## src/rtl/nibble_sum_pkg.sv

```systemverilog
// nibble_sum_pkg: shared types and width defaults for the nibble
// adder checker and the adder top it sits behind.
package nibble_sum_pkg;

   localparam int DATA_W_DEF = 4;
   localparam int CNT_W_DEF  = 8;

   typedef enum logic [1:0] {
      S_IDLE,
      S_RUN,
      S_DRAIN,
      S_DONE
   } state_t;

endpackage

```

## src/rtl/nibble_sum_ref.sv

```systemverilog
// nibble_sum_ref: reference adder and comparator.
// Stage 1 registers the recomputed sum; stage 2 flags a mismatch.
module nibble_sum_ref
   import nibble_sum_pkg::*;
#(
   parameter int DATA_W = DATA_W_DEF,
   parameter int CNT_W  = CNT_W_DEF
) (
   input  logic              clk,
   input  logic              reset,
   input  logic              i_valid,
   input  logic [DATA_W-1:0] i_op_a,
   input  logic [DATA_W-1:0] i_op_b,
   input  logic [DATA_W-1:0] i_sum,
   input  logic [CNT_W-1:0]  i_idx,
   output logic              o_mis,
   output logic [CNT_W-1:0]  o_idx
);

   logic              r_s1_valid;
   logic [DATA_W-1:0] r_s1_ref;
   logic [DATA_W-1:0] r_s1_sum;
   logic [CNT_W-1:0]  r_s1_idx;

   // stage 1: capture recomputed sum (carry dropped by width)
   always_ff @(posedge clk or posedge reset) begin
      if (reset) begin
         r_s1_valid <= 1'b0;
         r_s1_ref   <= '0;
         r_s1_sum   <= '0;
         r_s1_idx   <= '0;
      end else begin
         r_s1_valid <= i_valid;
         if (i_valid) begin
            r_s1_ref <= i_op_a + i_op_b;
            r_s1_sum <= i_sum;
            r_s1_idx <= i_idx;
         end
      end
   end

   // stage 2: compare; the owner folds the pulse into its counters
   always_comb begin
      o_mis = r_s1_valid && (r_s1_ref != r_s1_sum);
      o_idx = r_s1_idx;
   end

endmodule

```

## config.mk

```make
export PLATFORM = sky130hd
export DESIGN_NAME = nibble_sum_ref
export DESIGN_NICKNAME = d
export VERILOG_FILES = /design/src/rtl/nibble_sum_pkg.sv /design/src/rtl/nibble_sum_ref.sv
export SDC_FILE = /design/constraint.sdc
export NUM_CORES = 1
export LEC_CHECK = 0
export CAP_MARGIN = 40
export CORE_UTILIZATION = 44
export CTS_CLUSTER_DIAMETER = 40
export DETAILED_ROUTE_END_ITERATION = 7
export GPL_TIMING_DRIVEN = 0
export MAX_ROUTING_LAYER = met4
export PLACE_DENSITY = 0.81
export SLEW_MARGIN = 20
export SYNTH_ARGS = -nofsm -noshare
export SYNTH_HDL_FRONTEND = slang
export SYNTH_SLANG_ARGS = --single-unit
```

## constraint.sdc

```tcl
create_clock -name clk -period 2.55 [get_ports clk]
set_input_delay 0.6375 -clock clk [delete_from_list [all_inputs] [get_ports clk]]
set_output_delay 0.6375 -clock clk [all_outputs]
set_load 0.02 [all_outputs]
```

==> metrics.md, run 1 <==
| Metric | Value |
|---|---|
| HPWL Detailed | `approximately 1.1 mm` |
| Die Wd | `44.5 µm` |
| Crit path DAT | `roughly 1.9 ns` |
| Gp weighted congestion | `roughly 0.74` |
| Finished Core Util | `roughly 73%` |
| Slew headroom | `around three fifths` |
| GRT Residual Overflow | `0` |
| Syn_nets | `80` |
| WL/cell | `about 13 µm` |
| Fin cells | `~110` |
| Die area | `just under 0.002 mm²` |
| Synth cell types | `15` |
| Worst-Skew Late Latency | `0.29 ns` |
| CTS tree | `built` |
| Global-route wire length before repair | `roughly 2.4 mm` |
| Most frequent cells in the layout | `clkdlybuf4s50_1, dfrtp_1, mux2_2, mux2_4, xor2_1` |
| DRT iter0 DRCs | `3` |
| Synthesized instance count | `53` |
| Setup Fix Bufs, Post-CTS | `0` |
| Clock skew | `0 ns` |
| Placed instance area | `0.00113 mm²` |
| Diodes inserted | `0` |
| Peak Freq | `just over 0.4 GHz` |
| Final Critical Period | `~2.5 ns` |
| Synth-to-layout area growth | `46.3%` |
| Routed WL | `1.42 mm` |
| DP Cell Count | `~110` |
| Row Count | `14` |
| Fin worst setup slack | `0.0673 ns` |
| Setup TNS | `0 ns` |
| DRC | `0` |
| Chip Height | `between 40 and 50 µm` |
| Pins Over Slew Limit | `0` |
| Core Region | `between 0.0015 and 0.002 mm²` |
| Worst slack, placed | `about 0.41 ns` |
| Pwr/cell area | `roughly 540 mW/mm²` |
| Largest family of logic cells by synthesized area | `multiplexers` |
| Total of max-cap violations | `0` |
| Via count | `approximately 530` |
| Ports | `32` |
| CTS Hold Bufs | `0` |
| Compound-Gate Fraction of Synth Area | `under 10%` |
| Max clock buf depth | `2` |
| CTS Buf Count | `3` |
| Number of global-route vias before repair | `around 550` |
| YS warnings | `0` |
| CP required | `1.91 ns` |
| Share of cells above drive strength 1 | `between 20 and 25%` |
| Drt first pass iters | `2` |
| Hold Fails Final Rpt | `0` |
| Post-CTS sizing | `0` |
| CP Class | `reg2out` |
| # setup viols final | `0` |
| Clock sinks | `17` |
| Setup crit end kind | `primary output` |
| XOR/XNOR share of the synthesized area | `under 10%` |
| Status | `finished clean` |
| Simple-Gate Fraction of Synth Area | `between 2 and 2.5%` |
| RSZ-0062 raised after global routing | `false` |
| Fin crit share | `a little over nine tenths` |
| Pin count of the biggest net entering global routing | `18` |
| Initial Util | `49.8%` |
| Port Buffer Count | `31` |
| Synth Area in Adders | `between 7 and 8%` |
| Commonest non-fill, non-tap cell in the layout | `clkdlybuf4s50_1` |
| Peak VDD IR | `between 0.4 and 0.5 mV` |
| Total GRT Usage | `between 10% and 20%` |
| Static Leak | `between 0.5 and 0.6 nW` |
| Post-route ant nets | `0` |
| Initial antenna violation count | `0` |
| Sequential element share of the synthesized area | `about 54%` |
| Worst-path clk slew | `around 0.1 ns` |
| CP max FO | `2` |
| Hold Path Class | `reg2reg` |
| Clock root buffer | `clkbuf_4` |
| Worst-margin pin slew | `~0.63 ns` |
| Post-Syn Area | `795 µm²` |
| Mux share of post-synthesis cell area | `between 20% and 30%` |
| Yosys reg bits | `17` |
| Design Area, Final | `about 0.0012 mm²` |
| Nets | `about 120` |
| H-tree depth | `1` |
| Vias per cell | `4.77` |
| Startpoint types | `register` |
| Syn_area_per_cell | `roughly 15 µm²` |
worst max-delay path: stages, from the launching register on:
cell	delay [ns]
dfrtp_1	0.41
xor2_1	0.17
o41a_1	0.43
clkdlybuf4s50_1	0.54
worst paths after layout:
kind	start	endpoint	slack (ns)	cells after the start
min in group asynchronous	reset	o_idx[2]	0.72	2
setup / recovery	r_s1_sum[2]	o_mis	0.07	3
setup reg to reg	r_s1_sum[2]	r_s1_sum[2]	1.76	1
hold / removal	o_idx[4]	o_idx[4]	0.51	1
hold reg to reg	o_idx[4]	o_idx[4]	0.51	1
max in group asynchronous	reset	r_s1_ref[1]	1.43	2
cells in the mapped netlist, drive strengths merged:
library cell | n | area [µm²]
dfrtp | 17 | 425
ha | 3 | 37.5
inv | 1 | 3.75
nor2 | 2 | 7.51
buf | 2 | 22.5
o41a | 1 | 11.3
xor2 | 5 | 43.8
nand3 | 2 | 10.0
mux2 | 14 | 180
xnor2 | 1 | 8.76
fa | 1 | 20.0
a21oi | 2 | 10.0
a21o | 1 | 7.51
a31oi | 1 | 6.26
stage by stage:
step           power [mW]  hold WS (ns)
3_5_place_dp        0.492         0.495
5_1_grt             0.657         0.528
6_report            0.627         0.514
4_1_cts             0.635         0.519
3_3_place_gp        0.488         0.488
2_1_floorplan       0.412         0.501
registers in the layout, indices dropped and copies added, names as in the netlist:
| name | cells |
|---|---|
| o_idx | 8 |
| r_s1_ref | 4 |
| r_s1_sum | 4 |
| r_s1_valid | 1 |
cell type report:
cell class                 instances  area (µm²)
buffer                             2        22.5
clock buffer                       3        22.5
clock inverter                     1        5.00
fill                             115         432
inverter                           1        3.75
multi-input combinational         33         343
sequential                        17         425
tap                               24        30.0
timing repair buffer              31         310
report_power, final:
group	switching, mW	internal [mW]	leakage [nW]
Clock	0.0829	0.0583	0.0177
Combinational	0.0637	0.103	0.290
Sequential	0.0190	0.300	0.198
cells by family after synthesis:
family                     count (synthesis)
AOI/OAI and AO/OA                          5
xor gates and xnor gates                   6
adders and majority gates                  4
buffers and inverters                      3
DFF                                       17
muxes                                     14
and+or+nand+nor                            4
per-layer routing:
layer | track usage (%) | vias to the layer above | share of wire, % | wire, µm
li1 | - | 257 | - | -
met1 | 21.1 | 258 | 45 | 635
met2 | 27.4 | 17 | 50 | 707
met3 | 6.12 | 2 | 4.8 | 69
met4 | 5.45 | 0 | 0.70 | 10
met5 | - | - | 0 | 0
Note: power is estimated with default switching activity, not from simulation.
==> run 2, diff against run 1 <==
--- a/config.mk
+++ b/config.mk
@@ -8,6 +8,7 @@
 export CAP_MARGIN = 40
 export CORE_UTILIZATION = 44
 export CTS_CLUSTER_DIAMETER = 40
+export CTS_CLUSTER_SIZE = 20
 export DETAILED_ROUTE_END_ITERATION = 7
 export GPL_TIMING_DRIVEN = 0
 export MAX_ROUTING_LAYER = met4
==> results of run 2 <==
No change in the layout: final DEF, timing and power equal those of run 1.
==> run 3, diff against run 2 <==
--- a/config.mk
+++ b/config.mk
@@ -6,13 +6,13 @@
 export NUM_CORES = 1
 export LEC_CHECK = 0
 export CAP_MARGIN = 40
-export CORE_UTILIZATION = 44
+export CORE_UTILIZATION = 37
 export CTS_CLUSTER_DIAMETER = 40
-export CTS_CLUSTER_SIZE = 20
 export DETAILED_ROUTE_END_ITERATION = 7
+export GPL_ROUTABILITY_DRIVEN = 1
 export GPL_TIMING_DRIVEN = 0
 export MAX_ROUTING_LAYER = met4
-export PLACE_DENSITY = 0.81
+export PLACE_DENSITY = 0.73
 export SLEW_MARGIN = 20
 export SYNTH_ARGS = -nofsm -noshare
 export SYNTH_HDL_FRONTEND = slang
==> constraint.sdc (replaced) <==
create_clock -name clk -period 2.22 [get_ports clk]
set_input_delay 0.555 -clock clk [delete_from_list [all_inputs] [get_ports clk]]
set_output_delay 0.555 -clock clk [all_outputs]
set_load 0.02 [all_outputs]
==> run 3 against run 2 <==
Net effect:
- setup slack improved by 0.033 ns
- flip-flop and latch count unchanged
- largest power group unchanged
- first-iteration DRC count rose to 3.3 times the previous value
==> metrics.md, run 3 (synthesis results as in run 1) <==
| Metric | Value |
|---|---|
| HPWL Detailed | `1.07 mm (was 1.09 mm)` |
| Routed WL | `1.36 mm (was 1.42 mm)` |
| Worst path bufs/invs | `1 (unchanged)` |
| CP required | `1.66 ns (was 1.91 ns)` |
| Initial Util | `40.1% (was 49.8%)` |
| Setup crit end kind | `primary output (unchanged)` |
| Gp weighted congestion | `0.638 (was 0.741)` |
| Hold depth | `1 (unchanged)` |
| Finished Core Util | `58.8% (was 72.9%)` |
| Initial antenna violation count | `0 (unchanged)` |
| Drt first pass iters | `4 (was 2)` |
| H-tree depth | `1 (unchanged)` |
| CP delay by family, top | `compound AO/OA/AOI/OAI gates (was buffers and inverters)` |
| CP peak stage delay | `0.43 ns (was 0.54 ns)` |
| Setup Fix Bufs, Post-CTS | `0 (unchanged)` |
| Hold Fails Final Rpt | `0 (unchanged)` |
| RSZ-0062 raised after global routing | `false (unchanged)` |
| Peak VDD IR | `0.521 mV (was 0.420 mV)` |
| Ports | `32 (unchanged)` |
| Post-route ant nets | `0 (unchanged)` |
| WL/cell | `11.8 µm (was 12.7 µm)` |
| CP Cell Sequence | `xor2_1 > o41a_1 > clkdlybuf4s15_1 (was xor2_1 > o41a_1 > clkdlybuf4s50_1)` |
| Clock sinks | `17 (unchanged)` |
| Peak Freq | `approximately 0.47 GHz` |
| Core Region | `0.00198 mm² (was 0.00159 mm²)` |
| Final Critical Period | `between 2 and 2.5 ns` |
| Status | `finished clean (unchanged)` |
| CP Class | `reg2out (unchanged)` |
| Hold Slack | `0.517 ns (was 0.514 ns)` |
| Via count | `538 (was 534)` |
| Slowest-stage cell, CP | `o41a_1 (was clkdlybuf4s50_1)` |
| Die Wd | `48.3 µm (was 44.5 µm)` |
| DRC | `0 (unchanged)` |
| Max clock buf depth | `2 (unchanged)` |
| Static Leak | `0.506 nW (about the same)` |
| Port Buffer Count | `31 (unchanged)` |
| Die area | `0.00234 mm² (was 0.00198 mm²)` |
| CP max FO | `2 (unchanged)` |
| Worst slack, placed | `0.165 ns (was 0.411 ns)` |
| Critical Path End | `o_mis (unchanged)` |
| # fillers | `164 (was 115)` |
| DRT iter0 DRCs | `10 (was 3)` |
| Pwr/cell area | `612 mW/mm² (was 539 mW/mm²)` |
| Worst-path clk slew | `0.09 ns (was 0.10 ns)` |
| Area taken by multi-input logic gates | `343 µm² (unchanged)` |
| Fin worst setup slack | `0.100 ns (was 0.0673 ns)` |
| Slack of the worst reg-to-reg path | `1.44 ns (was 1.76 ns)` |
| CTS Buf Count | `3 (unchanged)` |
| Worst setup startpoint | `r_s1_sum[2] (unchanged)` |
| Most frequent cells in the layout | `clkdlybuf4s50_1, dfrtp_1, mux2_2, mux2_4, xor2_1 (unchanged)` |
| Sequential cell area | `425 µm² (unchanged)` |
| Pin count of the biggest net entering global routing | `18 (unchanged)` |
| Row Count | `16 (was 14)` |
| CTS tree | `built (unchanged)` |
| # setup viols final | `0 (unchanged)` |
| Hold Path Class | `reg2reg (unchanged)` |
| Startpoint types | `register (unchanged)` |
| Clock root buffer | `clkbuf_4 (unchanged)` |
| Pins Over Slew Limit | `0 (unchanged)` |
| Max FFs per register | `8 (unchanged)` |
| Synth-to-layout area growth | `46.8% (was 46.3%)` |
| Commonest non-fill, non-tap cell in the layout | `clkdlybuf4s50_1 (unchanged)` |
| Nets | `116 (unchanged)` |
| Vias per cell | `4.68 (was 4.77)` |
| Share of cells above drive strength 1 | `22.7% (unchanged)` |
| Global-route wire length before repair | `2.57 mm (was 2.37 mm)` |
| Slew headroom | `59.2% (was 58.2%)` |
| Crit path DAT | `1.56 ns (was 1.85 ns)` |
| R2R depth | `1 (unchanged)` |
| R2R Path Start | `r_s1_sum[2] (unchanged)` |
| CTS Hold Bufs | `0 (unchanged)` |
| Number of global-route vias before repair | `576 (was 554)` |
| Worst-Skew Late Latency | `0.28 ns (was 0.29 ns)` |
| Stages on worst setup path | `3 (unchanged)` |
| Chip Height | `48.3 µm (was 44.5 µm)` |
| Clock skew | `0 ns (unchanged)` |
| Worst-margin pin slew | `0.612 ns (was 0.626 ns)` |
| Fin crit share | `95.5%` |
| Total of max-cap violations | `0 (unchanged)` |
| GRT Residual Overflow | `0 (unchanged)` |
| Critical R2R Capture | `r_s1_sum[2] (unchanged)` |
| Final Power | `714 µW (was 627 µW)` |
| Diodes inserted | `0 (unchanged)` |
| Setup TNS | `0 ns (unchanged)` |
| Total GRT Usage | `15.4% (was 17.4%)` |
## run 3: area by class of cell
type	instances	area share, %
sequential	17	36.5
multi-input combinational	33	29.4
timing repair buffer	31	26.6
tap	27	2.90
clock buffer	3	1.93
buffer	2	1.93
clock inverter	1	0.429
inverter	1	0.322
## run 3: how the worst min path moves through the flow
stage | slack [ns] | start | end
finish | 0.52 | o_idx[3] | o_idx[3]
global route | 0.55 | o_idx[5] | o_idx[5]
CTS | 0.52 | o_idx[3] | o_idx[3]
detailed placement | 0.50 | o_idx[3] | o_idx[3]
global placement | 0.49 | o_idx[4] | o_idx[4]
floorplan | 0.48 | reset | o_idx[0]
## run 3: timing repair
| action | in CTS | in global routing |
|---|---|---|
| resized for setup | 1 | 1 |
| endpoints found under the hold margin | 0 | 0 |
| endpoints found under the setup margin | 1 | 1 |
| pin swaps | 0 | 0 |
## run 3: layer usage
| layer | part of all wire [%] | global-route usage, % |
|---|---|---|
| met1 | 45 | 17.4 |
| met5 | 0 | - |
| met3 | 4.2 | 5.35 |
| met2 | 48 | 23.7 |
| met4 | 2.8 | 8.82 |
## run 3: where the power goes
| part | internal [mW] | switching (mW) |
|---|---|---|
| Combinational | 0.117 | 0.0730 |
| Clock | 0.0670 | 0.0916 |
| Sequential | 0.345 | 0.0205 |
| Total | 0.529 | 0.185 |
## run 3: per-stage QoR
step	area (µm²)	instances
global placement	1140	111
global route	1170	115
CTS	1160	115
floorplan	795	53
finish	1170	115
detailed placement	1140	111
==> variant 1 (settings of run 2) <==
Register the output `o_idx`; this adds one clock of latency there. The other outputs are not delayed to match.
--- a/src/rtl/nibble_sum_ref.sv
+++ b/src/rtl/nibble_sum_ref.sv
@@ -17,4 +17,6 @@
    output logic [CNT_W-1:0]  o_idx
 );
+
+   logic [CNT_W-1:0] o_idx_d;
 
    logic              r_s1_valid;
@@ -43,5 +45,9 @@
    always_comb begin
       o_mis = r_s1_valid && (r_s1_ref != r_s1_sum);
-      o_idx = r_s1_idx;
+      o_idx_d = r_s1_idx;
+   end
+
+   always_ff @(posedge clk) begin
+      o_idx <= o_idx_d;
    end
 
Check against the original RTL: not equivalent (Yosys sat finds a counterexample within 4 cycles, from zero or initial values and one cycle with reset high).
==> variant 1 against run 2 <==
- sequential share of layout area rose by 7.6 points
- core utilization fell by 6.7 points
- cell area rose by 14%
- count of clock-buffer cells in the layout rose by 1
- setup slack improved by 0.018 ns
- critical path depth did not move
- worst hold slack got worse by 0.15 ns
- maximum frequency rose by 0.74%
- total power rose by 26%
- clock power rose by 20%
- routed wire length rose by 1.9%
- sequential cell count rose by 8
- clock skew rose by 0.011 ns
- synthesized area rose by 20%
==> variant 1: results (changes against run 2) <==
Outcome
  – Outcome: completed

Timing
  – Fmax: 406 MHz (+0.74%)
  – Slew HR: 58.2% (about the same)
  – Clock Skews: 0.0105 ns (+0.0105 ns)
  – Hold_ws: 0.366 ns (-0.148 ns)

Min path
  – Tightest Hold Check Type: reg2reg

Synthesis
  – Ranking of synthesized cells by area: dfrtp_1, dfxtp_1, mux2_2, mux2_4, xor2_1
  – Post-Syn Nets: 88 (+10%)
  – Mapped Cells: 61 (+15%)
  – Synth top cells by count: dfrtp_1, dfxtp_1, mux2_2
  – Register area share after synthesis: 61.3% (+7.8 points)
  – Post-synth ARST share: 68.0% (-32 points)
  – Unique masters post-synth: 16 (+1)

Place
  – HPWL Detailed: 1.11 mm (+1.6%)
  – Placed Cells: 119 (+10%)
  – Routability congestion estimate from global placement: 0.673 (-9.2%)
  – IO Port Bufs: 31 (unchanged)
  – Pre-CTS setup slack: 0.431 ns (+0.0200 ns)

Power
  – Max VDD drop: 0.000296 V (-30%)
  – Leakage power figure: 0.000570 uW (+13%)

Detailed routing
  – Via count: 566 (+6.0%)
  – WL final: 1.45 mm (+1.9%)
  – DRT iter0 DRCs: 0 (-3)
  – Met1 WL: 689 um (+8.5%)
  – Met2 WL post-DR: 670 um (-5.2%)
  – Met3 WL post-DR: 62 um (-10%)
  – Drt first pass iters: 1 (-1)
  – DR vias/cell: 4.60 (-3.5%)

Worst setup path
  – Arr. time, crit path: 1.83 ns (-0.02 ns)
  – Critical path fanouts, max: 2 (unchanged)

Cells and area
  – Clock network area share: 1.98% (-0.39 points)
  – Share of cells above drive strength 1: 19.8% (-2.9 points)
  – N_diodes: 0 (unchanged)
  – Fill count: 154 (+34%)
  – Signal inverters: 1 (unchanged)
  – Fraction of area in non-clock buffers: 25.1% (-3.5 points)
  – # clk buffers: 4 (+1)
  – Storage cell area: 586 sq um (+38%)
  – Multi-input logic area: 343 sq um (unchanged)

Clocking
  – Worst-path clk slew: 0.13 ns (+0.03 ns)
  – CTS Buffer Depth: 2 (unchanged)
  – Clock Tree Root: clkbuf_4
  – CTS Sinks: 25 (+8)
  – Worst-Skew Late Latency: 0.31 ns (+0.02 ns)

Global routing
  – First-pass GRT wire length: 2.55 mm (+7.3%)
  – Tot GR Track Use: 14.9% (-2.5 points)
  – Initial antenna violation count: 0 (unchanged)
  – Vias in the first global route: 574 (+3.6%)
variant 1: cell types whose count changed after synthesis, sizes merged:
cell,before,now
dfxtp,0,8
variant 1: final timing paths:
kind,start,to,cells past startpoint
max,r_s1_sum[3],o_mis,3
min,o_idx_d[7],o_idx[7],0
max reg2reg,r_s1_sum[0],r_s1_sum[0],1
min reg2reg,o_idx_d[7],o_idx[7],0
max in group asynchronous,reset,r_s1_sum[3],2
min in group asynchronous,reset,o_idx_d[5],2
variant 1: critical path: stages, from the launching register on:
cell	delay [ns]
dfrtp_1	0.41
xor2_1	0.16
o41a_1	0.41
clkdlybuf4s50_1	0.54
variant 1: per-layer routing:
| layer | global-route usage, % | vias up |
|---|---|---|
| li1 | - | 283 |
| met1 | 17.6 | 256 |
| met2 | 24.4 | 23 |
| met3 | 2.83 | 4 |
| met4 | 7.35 | 0 |
| met5 | - | - |
variant 1: metrics by stage:
step / util, % / area, sq um / power (uW)
global placement: 64.9 / 1300 / 628
floorplan: - / 955 / 554
global route: 66.2 / 1330 / 835
CTS: 66.2 / 1330 / 803
detailed placement: 64.9 / 1300 / 634
finish: 66.2 / 1330 / 792
variant 1: cell families after synthesis:
| logic type | synth area share (%) |
|---|---|
| AOI/OAI and AO/OA | 3.67 |
| muxes | 18.9 |
| adders and majority gates | 6.03 |
| xor gates and xnor gates | 5.50 |
| and+or+nand+nor | 1.84 |
| buffers and inverters | 2.75 |
| DFF | 61.3 |
variant 1: report_power, final:
part	switching, uW	internal, uW	leakage (uW)	total [uW]
sequential	20.7	438	0.000265	459
combinational	62.8	102	0.000290	165
clock	108	61.0	0.0000150	169
==> variant 2 (settings of run 2) <==
Without the edit above. The package constant `CNT_W_DEF` goes from 8 to 9.
--- a/src/rtl/nibble_sum_pkg.sv
+++ b/src/rtl/nibble_sum_pkg.sv
@@ -4,5 +4,5 @@
 
    localparam int DATA_W_DEF = 4;
-   localparam int CNT_W_DEF  = 8;
+   localparam int CNT_W_DEF  = 9;
 
    typedef enum logic [1:0] {
Interface: changed (resized i_idx and o_idx); port bits go from 32 to 34. The function was not compared with the original's and may differ.
==> variant 2 against run 2 <==
- cell area grew 5.7%
- combinational power grew 5%
- synthesized cell count grew 3.8%
- synthesized area grew 4.6%
- setup slack gained 0.027 ns
- routed wire length shrank 4.1%
- maximum frequency grew 1.1%
- worst hold slack gained 0.0027 ns
- sequential share of layout area grew 0.061 points
- sequential cell count grew 1
- non-clock buffer count grew 2
- total power grew 8.5%
- core utilization shrank 2.5 points
==> variant 2: results (changes against run 2) <==
Clocking
  – CTS Buffer Depth: 2 (unchanged)
  – Clock buffer count from CTS: 3 (unchanged)
  – Worst-Skew Late Latency: ~0.28 ns
  – Worst-path clk slew: 0.10 ns (about the same)
  – Clock Tree Root: clkbuf_4
  – CTS resizes: 0 (unchanged)

Cells and area
  – N_diodes: 0 (unchanged)
  – Share of cells above drive strength 1: 22.8% (+0.099 points)
  – Largest register FFs: 9 (+1)
  – Final nets: 121 (+4.3%)
  – Fill count: 125 (+8.7%)

Synthesis
  – Unique masters post-synth: 15 (unchanged)
  – Ranking of synthesized cells by area: dfrtp_1, mux2_2, mux2_4, xor2_1, ha_1
  – Top FF cell, synth: dfrtp_1
  – Register area share after synthesis: 54.2% (+0.67 points)
  – Post-Syn Nets: 83 (+3.8%)
  – Synth top cells by count: dfrtp_1, mux2_2, mux2_4

Worst setup path
  – Crit-path slowest cell: clkdlybuf4s50_1
  – Critical path fanouts, max: 2 (unchanged)
  – Arr. time, crit path: 1.82 ns (-0.03 ns)
  – CP delay by family, top: buffers and inverters
  – Critical path's largest stage delay: 0.55 ns

Place
  – Area post-placement: 1190 sq um (+5.1%)
  – Routability congestion estimate from global placement: 0.668 (-9.9%)
  – IO Port Bufs: 33 (+6.5%)

Global routing
  – Vias in the first global route: 527 (-4.9%)
  – Initial antenna violation count: 0 (unchanged)
  – Tot GR Track Use: 16.0% (-1.4 points)
  – Largest net degree at the start of global routing: 19 (+1)
  – First-pass GRT wire length: 2.24 mm (-5.8%)

Detailed routing
  – Met2 WL post-DR: 708 um (+0.14%)
  – Drt wl/cell: 11.7 um (-8.2%)
  – Via count: 565 (+5.8%)
  – Met3 WL post-DR: 75 um (+8.7%)
  – Met1 WL: 580 um (-8.7%)
  – Max Used Layer: met3
  – Drt first pass iters: 2 (unchanged)
  – DRT iter0 DRCs: 6 (+3)

Power
  – Leakage power figure: 0.000532 uW (+5.3%)
  – Max VDD drop: 0.000463 V (+10%)
  – PD cells: 553 nW/um^2 (+2.6%)

Min path
  – Tightest Hold Check Type: reg2reg

Outcome
  – Outcome: completed

Timing
  – Slew HR: 57.0% (-1.3 points)
## variant 2: cell count changes after synthesis
cell | before | now
dfrtp_1 | 17 | 18
mux2_2 | 8 | 9
## variant 2: routing by layer
metal	vias up	track usage (%)
li1	267	-
met1	285	19.2
met2	13	25.4
met3	0	7.14
met4	0	1.82
met5	-	-
## variant 2: cell type report
cell class,count,share of cell area (%)
multi-input cells,34,28.8
clock buffers,4,2.95
repair buffers,33,26.9
well taps,25,2.55
flip-flops and latches,18,36.7
inverters,1,0.305
plain buffers,2,1.83
## variant 2: power by group
| group | switching (uW) | internal [uW] |
|---|---|---|
| Combinational | 67.1 | 109 |
| Clock | 81.2 | 86.9 |
| Sequential | 18.7 | 317 |
## variant 2: final timing paths
kind	start	end	cells after the start	slack [ns]
hold / removal	o_idx[8]	o_idx[8]	1	0.52
max in group asynchronous	reset	o_idx[2]	2	1.40
setup reg to reg	r_s1_ref[1]	r_s1_ref[1]	1	1.77
hold reg to reg	o_idx[8]	o_idx[8]	1	0.52
min in group asynchronous	reset	o_idx[6]	2	0.73
setup / recovery	r_s1_ref[0]	o_mis	3	0.09
## variant 2: logic make-up (layout without fill, tap and decap cells)
logic type                 Yosys count  in the layout  share of synthesized area (%)
DFF                                 18             18                           54.2
muxes                               15             15                           23.0
xor gates and xnor gates             6              6                           6.33
AOI/OAI and AO/OA                    5              5                           4.22
adders and majority gates            4              4                           6.93
and+or+nand+nor                      4              4                           2.11
buffers and inverters                3             40                           3.16
## variant 2: metrics by stage
step | cells | worst slack, ns | total power, uW
after floorplan | 55 | 0.893 | 435
after global placement | 113 | 0.417 | 515
after detailed placement | 113 | 0.408 | 519
after CTS | 117 | 0.0804 | 688
after global routing | 117 | 0.0425 | 717
final | 117 | 0.0941 | 680
